$ cat config.mk
export PLATFORM = sky130hd
export DESIGN_NAME = oam_dma_arbiter
export DESIGN_NICKNAME = d
export VERILOG_FILES = /design/src/rtl/oam_dma_arbiter.sv
export SDC_FILE = /design/constraint.sdc
export NUM_CORES = 1
export LEC_CHECK = 0
export ABC_AREA = 0
export CORE_MARGIN = 2
export CORE_UTILIZATION = 40
export CTS_CLUSTER_DIAMETER = 100
export DETAILED_ROUTE_END_ITERATION = 8
export PLACE_DENSITY = 0.81
export SYNTH_ARGS = -nofsm -noshare
export SYNTH_HDL_FRONTEND = slang
export SYNTH_SLANG_ARGS = --single-unit
export TNS_END_PERCENT = 5
$ cat constraint.sdc
create_clock -name clk -period 2 [get_ports clk]
set_input_delay 0.3 -clock clk [delete_from_list [all_inputs] [get_ports clk]]
set_output_delay 0.3 -clock clk [all_outputs]
set_load 0.03 [all_outputs]
$ cat src/rtl/oam_dma_arbiter.sv
// OAM DMA engine and CPU bus arbiter.
// Copies LENGTH bytes from {src,00} into FE00 and blocks the low bus while busy.
module oam_dma_arbiter #(
  parameter int          LENGTH  = 160,
  parameter logic [15:0] DMA_REG = 16'hFF46
) (
  input  logic        clk,
  input  logic        rst,
  input  logic [15:0] cpu_addr,
  input  logic [7:0]  cpu_d_out,
  input  logic        cpu_write,
  output logic [7:0]  cpu_d_in,
  output logic [15:0] bus_addr,
  output logic [7:0]  bus_d_out,
  output logic        bus_write,
  input  logic [7:0]  bus_d_in,
  output logic [7:0]  io_addr,
  output logic [7:0]  io_d_out,
  output logic        io_write,
  input  logic [7:0]  io_d_in,
  output logic        busy
);

  typedef enum logic [1:0] {
    IDLE,
    START,
    READ,
    WRITE
  } state_t;

  localparam logic [7:0] LAST = 8'(LENGTH - 1);

  state_t     state;
  state_t     state_nx;
  logic [7:0] src;
  logic [7:0] idx;
  logic [7:0] data;
  logic [7:0] eff_src;
  logic       trig;
  logic       last;
  logic       hi_page;

  assign trig    = cpu_write && (cpu_addr == DMA_REG);
  assign hi_page = (cpu_addr >= 16'hFF00);
  // idx never passes LAST, so equality is the end-of-block test
  assign last    = (idx == LAST);
  // Echo RAM E000-FDFF mirrors C000-DDFF
  assign eff_src = (src >= 8'hE0) ? (src - 8'h20) : src;

  // State register
  always_ff @(posedge clk) begin
    if (rst) state <= IDLE;
    else     state <= state_nx;
  end

  // Next state; a trigger restarts from any state
  always_comb begin
    state_nx = state;
    if (trig) begin
      state_nx = START;
    end else begin
      unique case (state)
        IDLE:  state_nx = IDLE;
        START: state_nx = READ;
        READ:  state_nx = WRITE;
        WRITE: state_nx = last ? IDLE : READ;
        default: state_nx = IDLE;
      endcase
    end
  end

  // Source page, byte index and the byte in flight
  always_ff @(posedge clk) begin
    if (rst) begin
      src  <= 8'h00;
      idx  <= 8'h00;
      data <= 8'h00;
    end else begin
      if (state == READ) data <= bus_d_in;
      if (trig) begin
        src <= cpu_d_out;
        idx <= 8'h00;
      end else if (state == WRITE) begin
        idx <= last ? 8'h00 : idx + 8'd1;
      end
    end
  end

  // Low bus mux: CPU pass-through when idle, DMA otherwise
  always_comb begin
    bus_addr  = cpu_addr;
    bus_d_out = cpu_d_out;
    bus_write = 1'b0;
    unique case (state)
      IDLE:  bus_write = cpu_write && !hi_page;
      START: bus_write = 1'b0;
      READ:  bus_addr  = {eff_src, idx};
      WRITE: begin
        bus_addr  = {8'hFE, idx};
        bus_d_out = data;
        bus_write = 1'b1;
      end
      default: bus_write = 1'b0;
    endcase
  end

  assign busy = (state != IDLE);

  // High page is never blocked by DMA
  assign io_addr  = cpu_addr[7:0];
  assign io_d_out = cpu_d_out;
  assign io_write = cpu_write && hi_page && (cpu_addr != DMA_REG);

  // CPU read-back mux
  always_comb begin
    if (cpu_addr == DMA_REG) cpu_d_in = src;
    else if (hi_page)        cpu_d_in = io_d_in;
    else if (busy)           cpu_d_in = 8'hFF;
    else                     cpu_d_in = bus_d_in;
  end

endmodule

==> metrics.cfg, run 1 <==
[synthesis]
synth_edf_count = 0
async_flop_share_pct = 0
synth_area_sq_mm = 0.00182
synth_nets = 261
synth_top_flop_cell = dfxtp_1
synth.avg_cell_area_sq_um = 8.56
synth.distinct_cells = 32
yosys_warnings = 0
yosysSeqAreaShare_pct = 28.6
syn_inst = 213
ys_ff_latch = 26

[timing]
worst_slew_pin_slew_ps = 468
setup-tns-final_ps = 0
fin_crit_ps = 1970
finalHoldViolCount = 0
max_slew_margin_pct = 68.7
clock.fmax_mhz = 507
slew_violations = 0
setup_viol = 0
rsz0062_at_grt = true
skew_ps = 8.27
fin_crit_sh_pct = 98.7

[global_routing]
grt_pass1_vias = 1985
use_met1_pct = 31.2
use_met2_pct = 40.2
grt_util_met3_pct = 3.52
overflow = 0
antenna_found_initial = 0
grt_pass1_wl_um = 9780
grt_max_degree = 16
top_usage_layer = met2
grt_use_total_pct = 24.4

[layout]
layout_common_cells = buf_4, clkdlybuf4s50_1, dfxtp_1, mux2i_1, a21oi_1
fillCellCount = 316
layout-drive-gt1-share_pct = 35.8
multiInputGateArea_sq_mm = 0.00113
ff_latch_area_sq_um = 523
diodes = 0
synthToLayoutAreaGrowth_pct = 69.9
final_common_cell = buf_4
final_nets = 381

[pwr]
intPower_uw = 969
p_sw_share_pct = 27.4
total_power_mw = 1.33
p_per_area_mw_per_mm2 = 431
power_switching_uw = 365
p_leak_nw = 1.41
p_comb_share_pct = 28.9
power.share.sequential_pct = 38.8
power_frac_clock_pct = 32.4
ir_worst_vdd_v = 0.000370

[place]
gp_congestion = 0.838
post-dp-hpwl_um = 4720
io_buffer_count = 93

[clocking]
cts_sinks = 26
clk_pin_slew_ps = 90
cts_buffers = 3
ctsHoldBuffers = 0
h-tree-depth = 1
clk_latency_ps = 270
cts_root_buf = clkbuf_8
cts_buffer_depth = 2
cts_tree = done

[critical_path]
arrival_ps = 1670
critPathCaptureType = primary output
crit_type = flop to primary output
required_ps = 1700
start_kind = flop
crit_fanout = 9
ff2ff_setup_slack_ps = 270

[detailed_routing]
num_vias = 2087
ant_nets = 0
dr.pass1.iters = 4
wirelength_um = 6530
remaining_drc_errors = 0
first_iter_violations = 154
wire_per_inst_um = 17.0
vias_per_cell = 5.43

[die]
dieHeight_um = 71.5
start_util_pct = 41.6
io_pins = 94
fp.dieArea_sq_mm = 0.00511
core_sq_mm = 0.00438
die_w_um = 71.5
placementRows = 24

[flow_run]
max_cap_viol_count = 0

[run_status]
status = completed

[min_path]
min_path_type = flop to flop

[worst max-delay path, cell delays in order (launching register included)]
cell and delay, ps:
dfxtp_2 360, inv_2 40, ha_1 220, nor2_2 100
buf_6 150, mux2_2 350, buf_2 190
[path summary, 6_finish.rpt]
check	cells past startpoint	to	startpoint
worst min-delay path	2	data[6]	data[6]
worst min register to register	2	data[6]	data[6]
worst max register to register	7	idx[5]	state[0]
worst max-delay path	6	bus_addr[1]	state[0]
[stage by stage]
step / cell area [sq um] / setup slack [ps] / hold slack [ps] / utilization (%) / cells
2_1_floorplan: 1830 / 40.6 / 376 / - / 213
3_3_place_gp: 2900 / -117 / 470 / 66.2 / 369
4_1_cts: 2990 / -67.1 / 505 / 68.1 / 374
5_1_grt: 3100 / -30.5 / 535 / 70.6 / 384
3_5_place_dp: 2900 / -170 / 481 / 66.2 / 369
6_report: 3100 / 26.1 / 505 / 70.6 / 384
[what timing repair did]
| item | 4_1_cts | 5_1_grt |
|---|---|---|
| buffers inserted | 0 | 9 |
| cloned | 1 | 1 |
| gates resized for setup | 90 | 22 |
| setup endpoints to repair | 32 | 30 |
| pin swaps | 6 | 8 |
[power by group through the flow]
stage / Clock [mW] / Sequential, mW / Combinational, mW
6_report: 0.432 / 0.517 / 0.385
5_1_grt: 0.470 / 0.517 / 0.402
4_1_cts: 0.435 / 0.517 / 0.383
3_5_place_dp: 0 / 0.529 / 0.396
3_3_place_gp: 0 / 0.529 / 0.390
2_1_floorplan: 0 / 0.529 / 0.192
[metal layers]
metal,share of wire (%),vias up
li1,-,993
met1,40,969
met2,49,107
met3,7.5,18
met4,3.0,0
met5,0,-
[layout make-up]
type	count	share of cell area, %
multi-input combinational	154	36.5
sequential	26	16.9
timing repair buffer	140	41.2
inverter	8	1.05
clock buffer	3	1.33
clock inverter	1	0.970
tap	52	2.10
[registers in the layout (all words and copies together), names as in the netlist]
signal and flops:
data 8, idx 8, src 8, state 2
[kinds of logic (layout without fill, tap and decap cells)]
family          count (synthesis)  in the layout  synth area share, %
simple gates                   72             72                 22.7
mux                            38             38                 22.0
compound gates                 33             33                 9.75
buf+inv                        33            152                 10.6
flops                          26             26                 28.6
xor+xnor                        6              6                 2.88
fa+ha+maj                       5              5                 3.43
[Yosys cell counts (7+ instances only)]
library cell   n  area (sq um)
dfxtp_1       26           521
nand2_1       12          45.0
mux2i_1       21           210
nor3_1        14          70.1
o21ai_0        9          45.0
nand3_1       13          65.1
buf_4         17           128
a21oi_1       21           105
inv_1          7          26.3
mux2_2        17           191
nor2_1        11          41.3
(Power assumes the default switching activity.)
==> inputs of run 2 (changes only) <==
- GPL_TIMING_DRIVEN: not set -> 0
==> metrics.cfg, run 2 (synthesis results as in run 1) <==
[place]
post-dp-hpwl_um = 4360
io_buffer_count = 93
gp_congestion = 0.809

[global_routing]
grt_max_degree = 16
grt_pass1_vias = 2005
grt_use_total_pct = 24.1
overflow = 0
antenna_found_initial = 0
grt_pass1_wl_um = 9730

[pwr]
ir_worst_vdd_v = 0.000437
total_power_mw = 1.35
p_leak_nw = 1.39
p_per_area_mw_per_mm2 = 440

[layout]
largestRegisters = data (8), idx (8), src (8)
synthToLayoutAreaGrowth_pct = 68.0
diodes = 0
ff_latch_area_sq_um = 528
layout-drive-gt1-share_pct = 31.8
multiInputGateArea_sq_mm = 0.00120
final_common_cell = clkdlybuf4s50_1
final_nets = 373
fillCellCount = 345
layout_common_cells = clkdlybuf4s50_1, buf_4, dfxtp_1, mux2i_1, a21oi_1

[timing]
setup-tns-final_ps = -57.8
skew_ps = 4.03
fin_crit_ps = 2030
fin_ws_ps = -27.5
rsz0062_at_grt = true
slew_violations = 0
worst_slew_pin_slew_ps = 613
finalHoldViolCount = 0
clock.fmax_mhz = 493
fin_crit_sh_pct = 101
max_slew_margin_pct = 59.1
setup_viol = 3

[min_path]
hp-start = data[3]
min_path_type = flop to flop
holdPathEnd = data[3]
min_path_cells = 2

[critical_path]
r2r_start = idx[5]
ff2ff_setup_slack_ps = 380
worstReg2RegEnd = state[1]
required_ps = 1700
arrival_ps = 1730
start_kind = input pin
critPathCaptureType = primary output
reg2reg_depth = 4
crit_fanout = 10
crit_type = input pin to primary output

[die]
io_pins = 94
start_util_pct = 41.6
placementRows = 24
die_w_um = 71.5
dieHeight_um = 71.5
core_sq_mm = 0.00438
fp.dieArea_sq_mm = 0.00511

[clocking]
cts_sinks = 26
cts_root_buf = clkbuf_8
ctsHoldBuffers = 0
clk_pin_slew_ps = 100
clk_latency_ps = 280
cts_buffer_depth = 2
cts_tree = done
cts_buffers = 3
h-tree-depth = 1

[detailed_routing]
first_iter_violations = 154
ant_nets = 0
wire_per_inst_um = 17.0
wirelength_um = 6370
dr.pass1.iters = 4
vias_per_cell = 5.42
num_vias = 2039
remaining_drc_errors = 0

[run_status]
status = complete, but fails checks
violations = negative setup slack

[flow_run]
max_cap_viol_count = 0

## run 2: cell count changes in the layout (fill, tap and decap cells not counted), sizes merged
| cell | before | now |
|---|---|---|
| dlymetal6s2s | 8 | 12 |
| buf | 69 | 58 |
| nor2 | 13 | 14 |
| clkdlybuf4s15 | 11 | 4 |
| clkbuf | 6 | 8 |
| dlygate4sd2 | 7 | 9 |
| nand2 | 13 | 14 |
## run 2: area by class of cell
| cell class | count | area share [%] |
|---|---|---|
| flip-flops and latches | 26 | 17.2 |
| clock buffers | 3 | 1.35 |
| plain buffers | 25 | 6.50 |
| repair buffers | 105 | 31.5 |
| inverters | 8 | 1.14 |
| multi-input cells | 156 | 39.2 |
| clock inverters | 1 | 0.980 |
| well taps | 52 | 2.12 |
## run 2: worst max path at each step
stage,end,from,slack (ps),cells past startpoint
global placement,cpu_d_in[5],cpu_addr[12],-900,7
detailed placement,cpu_d_in[6],cpu_addr[12],-970,7
floorplan,bus_write,state[0],40,5
global route,bus_write,cpu_write,-90,5
finish,bus_write,cpu_write,-30,5
CTS,bus_d_out[3],state[1],-80,5
## run 2: timing repair
item                       CTS  global route
setup endpoints to repair   35            34
buffers inserted             8             3
cloned                       2             1
gates resized for setup    171            41
pin swaps                    9             9
## run 2: where the power goes
group	switching (mW)	internal, mW
Clock	0.177	0.268
Combinational	0.202	0.187
Sequential	0.00000363	0.514
Total	0.379	0.970
## run 2: worst max-delay path, cell delays in order
cell and delay [ps]:
clkdlybuf4s50_1 520, inv_1 180, or3_4 420, a21oi_2 160, buf_6 140
## run 2: per-layer routing
layer	up-vias	share of wire, %	track usage (%)	wire [um]
met5	-	0	0	0
met4	0	2.4	10.5	152
met3	13	7.2	3.80	459
met2	92	49	39.5	3140
met1	963	41	31.3	2630
li1	971	-	-	-
## run 2: through the flow
| step | hold slack, ps | utilization, % | instance area [sq um] | std cells | setup WS (ps) |
|---|---|---|---|---|---|
| after floorplan | 376 | - | 1830 | 213 | 40.6 |
| after global placement | 469 | 64.4 | 2820 | 358 | -898 |
| after detailed placement | 480 | 64.4 | 2820 | 358 | -971 |
| after CTS | 503 | 68.0 | 2980 | 372 | -84.9 |
| after global routing | 531 | 69.9 | 3060 | 376 | -90.4 |
| final | 502 | 69.9 | 3060 | 376 | -27.5 |
==> inputs of run 3 (changes only) <==
- ABC_CLOCK_PERIOD_IN_PS: not set -> 2000
- PLACE_DENSITY: 0.81 -> 0.78
==> metrics.cfg, run 3 (synthesis results as in run 1) <==
[run_status]
status = complete, but fails checks
violations = negative setup slack

[min_path]
min_path_type = flop to flop
hp-start = data[7]
min_path_cells = 2

[global_routing]
grt_pass1_vias = 1960
antenna_found_initial = 0
top_usage_layer = met2
grt_util_met3_pct = 3.80
grt_max_degree = 16
grt_pass1_wl_um = 9760
overflow = 0
use_met2_pct = 40.6
use_met1_pct = 32.4
grt_use_total_pct = 24.3

[die]
placementRows = 24
die_w_um = 71.5
io_pins = 94
start_util_pct = 41.6
core_sq_mm = 0.00438
fp.dieArea_sq_mm = 0.00511
dieHeight_um = 71.5

[timing]
setup_viol = 9
hold_ws_ps = 498
slew_violations = 0
worst_slew_pin_slew_ps = 540
fin_crit_sh_pct = 102
rsz0062_at_grt = true
max_slew_margin_pct = 64.0
skew_ps = 6.45
fin_crit_ps = 2040
fin_ws_ps = -42.9
setup-tns-final_ps = -214
finalHoldViolCount = 0
clock.fmax_mhz = 490

[layout]
fillCellCount = 369
final_area_sq_mm = 0.00308
diodes = 0
largestRegisters = data (8), idx (8), src (8)
layout_common_cells = clkdlybuf4s50_1, buf_4, dfxtp_1, mux2i_1, a21oi_1
synthToLayoutAreaGrowth_pct = 69.2
final_nets = 373
layout-drive-gt1-share_pct = 33.3
final_common_cell = clkdlybuf4s50_1

[detailed_routing]
first_iter_violations = 125
ant_nets = 0
wirelength_um = 6600
vias_per_cell = 5.43
wire_per_inst_um = 17.6
dr.pass1.iters = 4
remaining_drc_errors = 0
num_vias = 2041

[pwr]
p_leak_nw = 1.37
ir_worst_vdd_v = 0.000343
p_per_area_mw_per_mm2 = 442

[critical_path]
reg2reg_depth = 4
start_kind = flop
worstSetupStartpoint = state[0]
crit_top_cell = buf_6
required_ps = 1700
crit_type = flop to primary output
crit_chain = inv_2, ha_2, buf_6, buf_6, mux2i_1, nand2_1, clkdlybuf4s15_2
critPathCaptureType = primary output
r2r_start = idx[5]
arrival_ps = 1740
critical_path.max_stage_delay_ps = 340
crit_fanout = 10
cpMaxStageDelayCell = dfxtp_2

[place]
place_area_sq_mm = 0.00282
pre_cts_ws_ps = -919
io_buffer_count = 93
post-dp-hpwl_um = 4400
gp_congestion = 0.831

[clocking]
cts_root_buf = clkbuf_8
cts_buffer_depth = 2
cts_buffers = 3
cts_sinks = 26
cts_tree = done
ctsHoldBuffers = 0
h-tree-depth = 1
clk_pin_slew_ps = 100
clk_latency_ps = 280

[flow_run]
max_cap_viol_count = 0

run 3: critical path: cells and delay by family, from the launching register on:
family,cells,cell delay [ps]
fa+ha+maj,1,160
buf+inv,4,630
flops,1,340
mux,1,230
simple gates,1,90
run 3: what timing repair did:
action | 4_1_cts | 5_1_grt
pin swaps | 8 | 8
buffers inserted | 10 | 3
cloned | 1 | 0
gates resized for setup | 188 | 42
setup endpoints to repair | 35 | 34
run 3: layout make-up:
class / instances / area, sq um / area share (%)
timing repair buffer: 106 / 992 / 32.2
buffer: 25 / 196 / 6.37
multi-input combinational: 155 / 1200 / 38.9
inverter: 8 / 35.0 / 1.14
tap: 52 / 65.1 / 2.11
sequential: 26 / 526 / 17.0
clock buffer: 3 / 41.3 / 1.34
clock inverter: 1 / 30.0 / 0.974
run 3: path summary, 6_finish.rpt:
path | endpoint | slack, ps
setup / recovery | bus_addr[10] | -40
hold / removal | data[7] | 500
setup reg to reg | idx[0] | 340
hold reg to reg | data[7] | 500
run 3: power breakdown:
group          switching, mW  total [mW]  internal [mW]
clock                  0.177       0.445          0.268
combinational          0.207       0.401          0.194
sequential        0.00000295       0.516          0.516
total                  0.384        1.36          0.978
run 3: routing by layer:
layer | share of wire (%) | vias up
met2 | 51 | 77
met4 | 1.2 | 0
met1 | 41 | 988
li1 | - | 968
met3 | 6.2 | 8
met5 | 0 | -
run 3: stage by stage:
step	power [mW]	instances	utilization [%]
2_1_floorplan	0.721	213	-
3_3_place_gp	0.929	358	64.4
3_5_place_dp	0.932	358	64.4
4_1_cts	1.36	373	69.0
5_1_grt	1.41	376	70.3
6_report	1.36	376	70.3
